$ cat config.mk
export PLATFORM = sky130hd
export DESIGN_NAME = ui_layer_compositor_flat
export DESIGN_NICKNAME = d
export VERILOG_FILES = /design/src/rtl/ui_layer_compositor_if.sv /design/src/rtl/ui_layer_compositor.sv /design/src/flat_wrapper.sv
export SDC_FILE = /design/constraint.sdc
export NUM_CORES = 1
export LEC_CHECK = 0
export ABC_AREA = 1
export CAP_MARGIN = 20
export CORE_MARGIN = 2
export CORE_UTILIZATION = 46
export CTS_CLUSTER_DIAMETER = 40
export DETAILED_ROUTE_END_ITERATION = 8
export PLACE_DENSITY = 0.79
export SLEW_MARGIN = 25
export SYNTH_ARGS = -nofsm -noshare
export SYNTH_HDL_FRONTEND = slang
export SYNTH_SLANG_ARGS = --single-unit
$ cat constraint.sdc
create_clock -name clk -period 1.6 [get_ports clk]
set_input_delay 0.32 -clock clk [delete_from_list [all_inputs] [get_ports clk]]
set_output_delay 0.32 -clock clk [all_outputs]
set_load 0.01 [all_outputs]
$ cat src/rtl/ui_layer_compositor_if.sv
// Pixel-stream bundle between the layer renderers and the compositor:
// per-layer pixel requests and syncs in, composited pixel and syncs out.
interface ui_layer_compositor_if #(
  parameter int NUM_LAYERS = 4
);
  localparam int IW = (NUM_LAYERS > 1) ? $clog2(NUM_LAYERS) : 1;

  logic                       de_in;
  logic                       hsync_in;
  logic                       vsync_in;
  logic [NUM_LAYERS-1:0]      layer_valid;
  logic [NUM_LAYERS-1:0]      layer_en;
  logic [NUM_LAYERS*24-1:0]   layer_rgb;

  logic                       de_out;
  logic                       hsync_out;
  logic                       vsync_out;
  logic [23:0]                rgb_out;
  logic [IW-1:0]              win_idx;
  logic                       win_valid;

  modport master (
    output de_in, hsync_in, vsync_in, layer_valid, layer_en, layer_rgb,
    input  de_out, hsync_out, vsync_out, rgb_out, win_idx, win_valid
  );

  modport slave (
    input  de_in, hsync_in, vsync_in, layer_valid, layer_en, layer_rgb,
    output de_out, hsync_out, vsync_out, rgb_out, win_idx, win_valid
  );
endinterface

$ cat src/rtl/ui_layer_compositor.sv
// Two-stage per-pixel layer arbiter with transparent-key skip, background fill
// and a vsync-counted flash scheduler that can blink one layer.
module ui_layer_hit #(
  parameter logic [23:0] TRANSP_KEY = 24'hFF00FF
) (
  input  logic        valid,
  input  logic        en,
  input  logic        hide,
  input  logic [23:0] rgb,
  output logic        hit
);
  assign hit = valid & en & (rgb != TRANSP_KEY) & ~hide;
endmodule

module ui_layer_compositor #(
  parameter int          NUM_LAYERS   = 4,
  parameter logic [23:0] TRANSP_KEY   = 24'hFF00FF,
  parameter logic [23:0] BG_COLOR     = 24'h5DADE2,
  parameter int          FLASH_FRAMES = 8,
  parameter int          FLASH_CYCLES = 3,
  localparam int         IW           = (NUM_LAYERS > 1) ? $clog2(NUM_LAYERS) : 1
) (
  input  logic                    clk,
  input  logic                    reset,
  ui_layer_compositor_if.slave    bus,
  input  logic                    flash_req,
  input  logic [IW-1:0]           flash_layer,
  output logic                    flash_busy
);
  typedef logic [23:0] rgb_t;
  typedef enum logic [1:0] {IDLE, ON, OFF} fstate_t;

  localparam int STAGES = 2;
  localparam int FW = (FLASH_FRAMES > 1) ? $clog2(FLASH_FRAMES) : 1;
  localparam int CW = (FLASH_CYCLES > 1) ? $clog2(FLASH_CYCLES) : 1;

  // {de, hsync, vsync} per pipeline stage
  logic [STAGES-1:0][2:0]       sync_pipe;
  logic [NUM_LAYERS-1:0][23:0]  rgb_q;
  logic [NUM_LAYERS-1:0]        hit_d, hit_q;
  logic                         vs_hist, tick;

  fstate_t        state, state_nx;
  logic [FW-1:0]  frame_cnt, frame_nx;
  logic [CW-1:0]  cyc_cnt, cyc_nx;
  logic [IW-1:0]  flash_layer_q, layer_nx;
  logic           flash_hide, req_ok;

  assign flash_hide = (state == OFF);
  assign flash_busy = (state != IDLE);
  assign req_ok     = (int'(flash_layer) < NUM_LAYERS);
  assign tick       = vs_hist & ~sync_pipe[0][0];

  for (genvar g = 0; g < NUM_LAYERS; g++) begin : g_lane
    ui_layer_hit #(.TRANSP_KEY(TRANSP_KEY)) u_hit (
      .valid (bus.layer_valid[g]),
      .en    (bus.layer_en[g]),
      .hide  (flash_hide && (flash_layer_q == IW'(g))),
      .rgb   (bus.layer_rgb[24*g +: 24]),
      .hit   (hit_d[g])
    );
  end

  always_ff @(posedge clk) begin
    if (reset) begin
      sync_pipe <= '0;
      rgb_q     <= '0;
      hit_q     <= '0;
      vs_hist   <= 1'b1;
    end else begin
      sync_pipe <= {sync_pipe[STAGES-2:0], {bus.de_in, bus.hsync_in, bus.vsync_in}};
      rgb_q     <= bus.layer_rgb;
      hit_q     <= hit_d;
      vs_hist   <= sync_pipe[0][0];
    end
  end

  // Loop runs high-to-low so the lowest-index hit is the final assignment.
  logic          found;
  logic [IW-1:0] win_d;
  always_comb begin
    found = 1'b0;
    win_d = '0;
    for (int i = NUM_LAYERS-1; i >= 0; i--) begin
      if (hit_q[i]) begin
        found = 1'b1;
        win_d = IW'(i);
      end
    end
  end

  rgb_t rgb_r;
  always_ff @(posedge clk) begin
    if (reset) begin
      rgb_r         <= '0;
      bus.win_idx   <= '0;
      bus.win_valid <= 1'b0;
    end else if (!sync_pipe[0][2]) begin
      rgb_r         <= '0;
      bus.win_idx   <= '0;
      bus.win_valid <= 1'b0;
    end else if (found) begin
      rgb_r         <= rgb_q[win_d];
      bus.win_idx   <= win_d;
      bus.win_valid <= 1'b1;
    end else begin
      rgb_r         <= BG_COLOR;
      bus.win_idx   <= '0;
      bus.win_valid <= 1'b0;
    end
  end

  assign bus.rgb_out   = rgb_r;
  assign bus.de_out    = sync_pipe[STAGES-1][2];
  assign bus.hsync_out = sync_pipe[STAGES-1][1];
  assign bus.vsync_out = sync_pipe[STAGES-1][0];

  always_ff @(posedge clk) begin
    if (reset) begin
      state         <= IDLE;
      frame_cnt     <= '0;
      cyc_cnt       <= '0;
      flash_layer_q <= '0;
    end else begin
      state         <= state_nx;
      frame_cnt     <= frame_nx;
      cyc_cnt       <= cyc_nx;
      flash_layer_q <= layer_nx;
    end
  end

  // Ticks are ignored in IDLE, so a request coinciding with a tick starts fresh.
  always_comb begin
    state_nx = state;
    frame_nx = frame_cnt;
    cyc_nx   = cyc_cnt;
    layer_nx = flash_layer_q;
    case (state)
      IDLE: if (flash_req && req_ok) begin
        state_nx = ON;
        frame_nx = '0;
        cyc_nx   = '0;
        layer_nx = flash_layer;
      end
      ON: if (tick) begin
        if (frame_cnt == FW'(FLASH_FRAMES-1)) begin
          state_nx = OFF;
          frame_nx = '0;
        end else begin
          frame_nx = frame_cnt + 1'b1;
        end
      end
      OFF: if (tick) begin
        if (frame_cnt == FW'(FLASH_FRAMES-1)) begin
          frame_nx = '0;
          if (cyc_cnt == CW'(FLASH_CYCLES-1)) begin
            state_nx = IDLE;
            cyc_nx   = '0;
          end else begin
            state_nx = ON;
            cyc_nx   = cyc_cnt + 1'b1;
          end
        end else begin
          frame_nx = frame_cnt + 1'b1;
        end
      end
      default: state_nx = IDLE;
    endcase
  end
endmodule

$ cat src/flat_wrapper.sv
// flat-port wrapper written by rule: the top's interface ports become plain ports
module ui_layer_compositor_flat 
#(
  parameter int          NUM_LAYERS   = 4,
  parameter logic [23:0] TRANSP_KEY   = 24'hFF00FF,
  parameter logic [23:0] BG_COLOR     = 24'h5DADE2,
  parameter int          FLASH_FRAMES = 8,
  parameter int          FLASH_CYCLES = 3,
  localparam int         IW           = (NUM_LAYERS > 1) ? $clog2(NUM_LAYERS) : 1
)
  (clk, reset, flash_req, flash_layer, flash_busy, bus_de_in, bus_hsync_in, bus_vsync_in, bus_layer_valid, bus_layer_en, bus_layer_rgb, bus_de_out, bus_hsync_out, bus_vsync_out, bus_rgb_out, bus_win_idx, bus_win_valid);
  ui_layer_compositor_if #(.NUM_LAYERS(NUM_LAYERS)) bus_i ();
  input  logic clk;
  input  logic reset;
  input  logic flash_req;
  input  logic [IW-1:0] flash_layer;
  output logic flash_busy;
  input wire logic [$bits(bus_i.de_in)-1:0] bus_de_in;
  input wire logic [$bits(bus_i.hsync_in)-1:0] bus_hsync_in;
  input wire logic [$bits(bus_i.vsync_in)-1:0] bus_vsync_in;
  input wire logic [$bits(bus_i.layer_valid)-1:0] bus_layer_valid;
  input wire logic [$bits(bus_i.layer_en)-1:0] bus_layer_en;
  input wire logic [$bits(bus_i.layer_rgb)-1:0] bus_layer_rgb;
  output wire logic [$bits(bus_i.de_out)-1:0] bus_de_out;
  output wire logic [$bits(bus_i.hsync_out)-1:0] bus_hsync_out;
  output wire logic [$bits(bus_i.vsync_out)-1:0] bus_vsync_out;
  output wire logic [$bits(bus_i.rgb_out)-1:0] bus_rgb_out;
  output wire logic [$bits(bus_i.win_idx)-1:0] bus_win_idx;
  output wire logic [$bits(bus_i.win_valid)-1:0] bus_win_valid;
  assign bus_i.de_in = bus_de_in;
  assign bus_i.hsync_in = bus_hsync_in;
  assign bus_i.vsync_in = bus_vsync_in;
  assign bus_i.layer_valid = bus_layer_valid;
  assign bus_i.layer_en = bus_layer_en;
  assign bus_i.layer_rgb = bus_layer_rgb;
  assign bus_de_out = bus_i.de_out;
  assign bus_hsync_out = bus_i.hsync_out;
  assign bus_vsync_out = bus_i.vsync_out;
  assign bus_rgb_out = bus_i.rgb_out;
  assign bus_win_idx = bus_i.win_idx;
  assign bus_win_valid = bus_i.win_valid;
  ui_layer_compositor #(.NUM_LAYERS(NUM_LAYERS), .TRANSP_KEY(TRANSP_KEY), .BG_COLOR(BG_COLOR), .FLASH_FRAMES(FLASH_FRAMES), .FLASH_CYCLES(FLASH_CYCLES)) u_core (.clk(clk), .reset(reset), .bus(bus_i), .flash_req(flash_req), .flash_layer(flash_layer), .flash_busy(flash_busy));
endmodule
# == After elaboration in Yosys (flattened, before gate mapping) ==
# Cells that the tools add are included.
# op_classes
n_lt_le_gt_ge,1
n_mux,28
n_eq_ne,17
bitwise,20
n_reduce_logical,16
addsub,2
# ops
op,count
$ne A24 B24 Y1 const B,4
$bmux W24 S2,1
$mux W2,13
$mux W24,1
$mux W23,1
$and A1 B1 Y1,13
$mux W3,3
$eq A2 B2 Y1 const B,4
$ne A2 B1 Y1 const B,4
$not A1 Y1,7
$mux W1,6
$pmux W2 S3,1
$pmux W3 S2,1
$reduce_bool A2 Y1,3
$reduce_and A5 Y1,1
$eq A2 B1 Y1 const B,2
$logic_and A1 B1 Y1,4
$logic_not A2 Y1,2
$ne A2 B2 Y1 const B,2
$pmux W2 S2,1
$reduce_and A4 Y1,1
$reduce_or A2 Y1,2
$add A3 B1 Y3 const B,1
$eq A3 B3 Y1 const B,1
5 further kinds,5
# totals
in_bits,112
register_bits,143
word_cells,100
out_inout_bits,31

# == Longest topological paths before layout ==
# depth
ltp_word,7
ltp_mapped,10
ltp_nobuf,9

# == Hierarchy ==
# A second synthesis with hierarchy kept.
# hier_totals
hier_cells,870
hier_area_um2,5931.9
# modules_own_cells
module,instances,cells_each,seq_area_each_um2,area_per_inst_um2
ui_layer_compositor,1,750,2862.7,5436.5
ui_layer_hit,4,30,0.0,123.9

# == Worst setup path after synthesis ==
# Ideal clock, no wire load.
# synth_timing
kind,flip-flop to flip-flop
from,register u_core.state[0]
to,register u_core.state[0]
stages_incl_launch_ff,10
period_less_slack_ps,1401
n_path_buf,1
setup_slack_ps,199
setup_time_ps,128
arrival_ps,1274
required_ps,1472
path_cell_list,dfxtp_1 inv_1 ha_1 buf_2 inv_1 nand2_1 a21oi_1 o21ai_0 o21ai_0 nor2_1
# synth_via
elab_chain_len,3
word_cells_on_any_way,10
classes_between,eq/ne (7); mux (1); reduce/logical (2)
# synth_rtl
item,line_no,source
"start, declared",ui_layer_compositor.sv:43,"fstate_t state, state_nx;"
"start signal, assigned",ui_layer_compositor.sv:125,state <= state_nx;
"$eq A2 B1 Y1, or another cell as far along",ui_layer_compositor.sv:138,case (state)
$ne A2 B1 Y1 (no line) / $ne A2 B2 Y1 (equally long branches),--,
$reduce_and A5 Y1 (no line),--,
# Parallel ways exist; a longest one is shown, timed or not.
# A chain may end at the register's enable or synchronous reset.

# == Worst setup path after layout ==
# layout_timing
from,register u_core.rgb_r[6] (netlist: u_core.bus.rgb_out[6])
to,output port bus_rgb_out[6]
# layout_rtl
item,line_no,source
"start, declared",ui_layer_compositor.sv:92,rgb_t rgb_r;
"start signal, assigned",ui_layer_compositor.sv:103,rgb_r <= rgb_q[win_d];
"end, declared",flat_wrapper.sv:27,output wire logic [$bits(bus_i.rgb_out)-1:0] bus_rgb_out;
# No word-level cell between the ends.

==> summary.md <==
| Metric | Value |
|---|---|
| Detailed Place HPWL | ~11 mm |
| First-pass GRT wire length | 23.63 mm |
| Max Clock Skew | 0.005846 ns |
| Crit end category | output pin |
| Yosys top cell by area | dfxtp_1 |
| Max cap viols | 0 |
| Maximum clock rate | approximately 0.64 GHz |
| Crit Path Class | reg -> out |
| H-tree depth | 4 |
| Crit-path slowest cell | clkdlybuf4s50_1 |
| Antenna-violating nets left | 0 |
| Worst path bufs/invs | 1 |
| Vias | 5,178 |
| Synth warn | 0 |
| Syn_area_per_cell | between 7 and 8 um2 |
| Layout area overhead | 39.74% |
| Slowest cell delay on critical path | 0.53 ns |
| GR Overflow Total | 0 |
| Worst setup SP type | flip-flop |
| FF+latch count, synth | 143 |
| Post-synthesis cell type count | 21 |
| Synthesized area | around 5700 um2 |
| Die span in y | 114.8 um |
| Delay-heaviest family, CP | buffers and inverters |
| Initial antenna violation count | 0 |
| Postcts setup bufs | 0 |
| Die Width | 114.8 um |
| DRT iter0 DRCs | 425 |
| Share of the synthesized area in the top cell type | 50.65% |
| Via density per instance | between 4 and 5 |
| Clk root buf | clkbuf_16 |
| Worst slew margin | between 60% and 70% |
| Worst VDD drop | about 0.78 mV |
| Worst hold path class | in -> reg |
| Worst skew pair latency | 0.42 ns |
| Pin count of the biggest net entering global routing | 106 |
| ANT cells | 0 |
| RSZ-0062 raised after global routing | yes |
| Setup Viol. Count Final | 0 |
| WL final | 14.88 mm |
| TritonRoute pass-1 iters | 6 |
| IO buf count | about 140 |
| Arrival time worst endpoint | about 1.3 ns |
| Synth top area cells | dfxtp_1 51%, inv_1 14%, nand3_1 8.4% |
| Main synth FF type | dfxtp_1 |
| Post-synth EDFFs | 0 |
| All-Layer GR Usage | 23.32% |
| Die area | 13,190 um2 |
| DRC viols | 0 |
| # rows | 40 |
| Synth top cells by count | 211 x inv_1, 143 x dfxtp_1, 120 x nor2_1 |
| Share of cells above drive strength 1 | 6.421% |
| Final WS setup | 0.02557 ns |
| Vias in the first global route | 5,084 |
| GR Util met3 | 6.168% |
| Final period util | 98.40% |
| Top Usage Layer GRT | met2 |
| Final hold vios | 0 |
| Placed Area | 7246 um2 |
| Met2 Use GR | roughly two fifths |
| Seq/Total Area, Yosys | around 51% |
| Worst-margin pin slew | 0.4532 ns |
| Total Power | 0.009676 W |
| I/O pin cnt | about 140 |
| Outcome | completed |
| Final Cell Area | 7898 um2 |
| Max FO, Critical Path | 1 |
| Top-count cell post-synth | inv_1 |
| Max Slew Vio Count | 0 |
| GPL Wtd Cong | about 0.84 |
| Initial Util | 47.05% |
| Share of flip-flops with an asynchronous set or reset | 0% |
| CTS tree | done |
| NumNets Final | between 1k and 1.5k |
| Cts-stage hold buffer count | 0 |
| Met1 Usage GRT | about 28% |
| Reg clk slew, reported paths | approximately 0.060 ns |
| WL per Instance | 13.57 um |
| Fin crit period | 1.574 ns |
| Longest Clk Path Bufs | 2 |
| Post-Syn Instances | roughly 790 |
| Pwr dens | 1225 nW/um2 |
| CP required | 1.28 ns |
| Worst slack, placed | 0.08425 ns |
| CTS buffer count | 17 |
| Clock sinks | roughly 140 |
| CORE AREA | 12,010 um2 |
| Syn Nets | between 900 and 1k |
| Cells along the critical path | clkdlybuf4s50_1 |
| Lkg Pwr | 4.221 nW |
## stage by stage
step / setup TNS, ns / hold slack [ns] / instances / utilization, %
floorplan: 0 / 0.3883 / 792 / -
global placement: 0 / 0.3895 / 1065 / 60.32
detailed placement: 0 / 0.3959 / 1065 / 60.32
CTS: 0 / 0.3100 / 1097 / 65.45
global route: -0.02571 / 0.3184 / 1097 / 65.75
finish: 0 / 0.3090 / 1097 / 65.75
## cell usage in the layout (no fill, tap or decap), types with 3 or more instances in the layout
cell type        count
nand4_1             25
dlygate4sd2_1       12
and3_1               3
bufinv_16            4
nand3_1             95
a21oi_1             19
buf_4               15
clkdlybuf4s50_1    115
nor2_1             120
clkinv_4             5
clkbuf_16           17
inv_2                3
dlymetal6s2s_1      13
nand2_1            118
inv_6                3
inv_1              210
ha_1                 5
buf_12               3
o21ai_0              9
dfxtp_1            143
## state kept, by name, indices dropped and copies added (netlist names), 2 cells and up
name                  count
u_core.bus.rgb_out       24
u_core.bus.win_idx        2
u_core.cyc_cnt            2
u_core.flash_layer_q      2
u_core.frame_cnt          3
u_core.hit_q              4
u_core.rgb_q             96
u_core.state              2
u_core.sync_pipe          3
## cell families after synthesis
kind of cell,count (synthesis),synth area share (%)
adder cells (fa/ha/maj),6,1.328
AND/OR/NAND/NOR,366,28.03
flip-flops,143,50.65
AO/OA/AOI/OAI,30,2.679
buffers and inverters,247,17.31
## timing repair
item	in CTS	in global routing
endpoints found under the setup margin	13	14
gates resized for setup	18	14
pin swaps	0	0
## path summary, 6_finish.rpt
kind,from,end,slack [ns],depth (start not counted)
hold / removal,reset,u_core.bus.win_idx[1]$_SDFF_PP0_,0.31,4
hold reg to reg,u_core.sync_pipe[1]$_SDFF_PP0_,u_core.bus.hsync_out$_SDFF_PP0_,0.40,2
setup reg to reg,u_core.hit_q[3]$_SDFF_PP0_,u_core.bus.rgb_out[21]$_SDFF_PP0_,0.13,9
setup / recovery,u_core.bus.rgb_out[6]$_SDFF_PP0_,bus_rgb_out[6],0.03,1
## per-layer routing
layer | vias to the layer above | routed length, um
li1 | 2628 | -
met1 | 2339 | 6164
met2 | 186 | 7429
met3 | 25 | 1018
met4 | 0 | 271
met5 | - | 0
## area by class of cell
type	instances	area, um2
fill	1000	4114
sequential	143	2863
multi-input combinational	402	1817
timing repair buffer	160	1602
inverter	213	799.5
clock buffer	17	425.4
clock inverter	15	207.7
tap	147	183.9
## where the power goes
group          switching, W  leakage [nW]  internal (W)  total (W)
combinational      0.000895          2.73      0.000731    0.00163
sequential        0.0000840          1.18       0.00379    0.00388
clock               0.00155         0.308       0.00263    0.00417
Note: power is estimated with default switching activity, not from simulation.
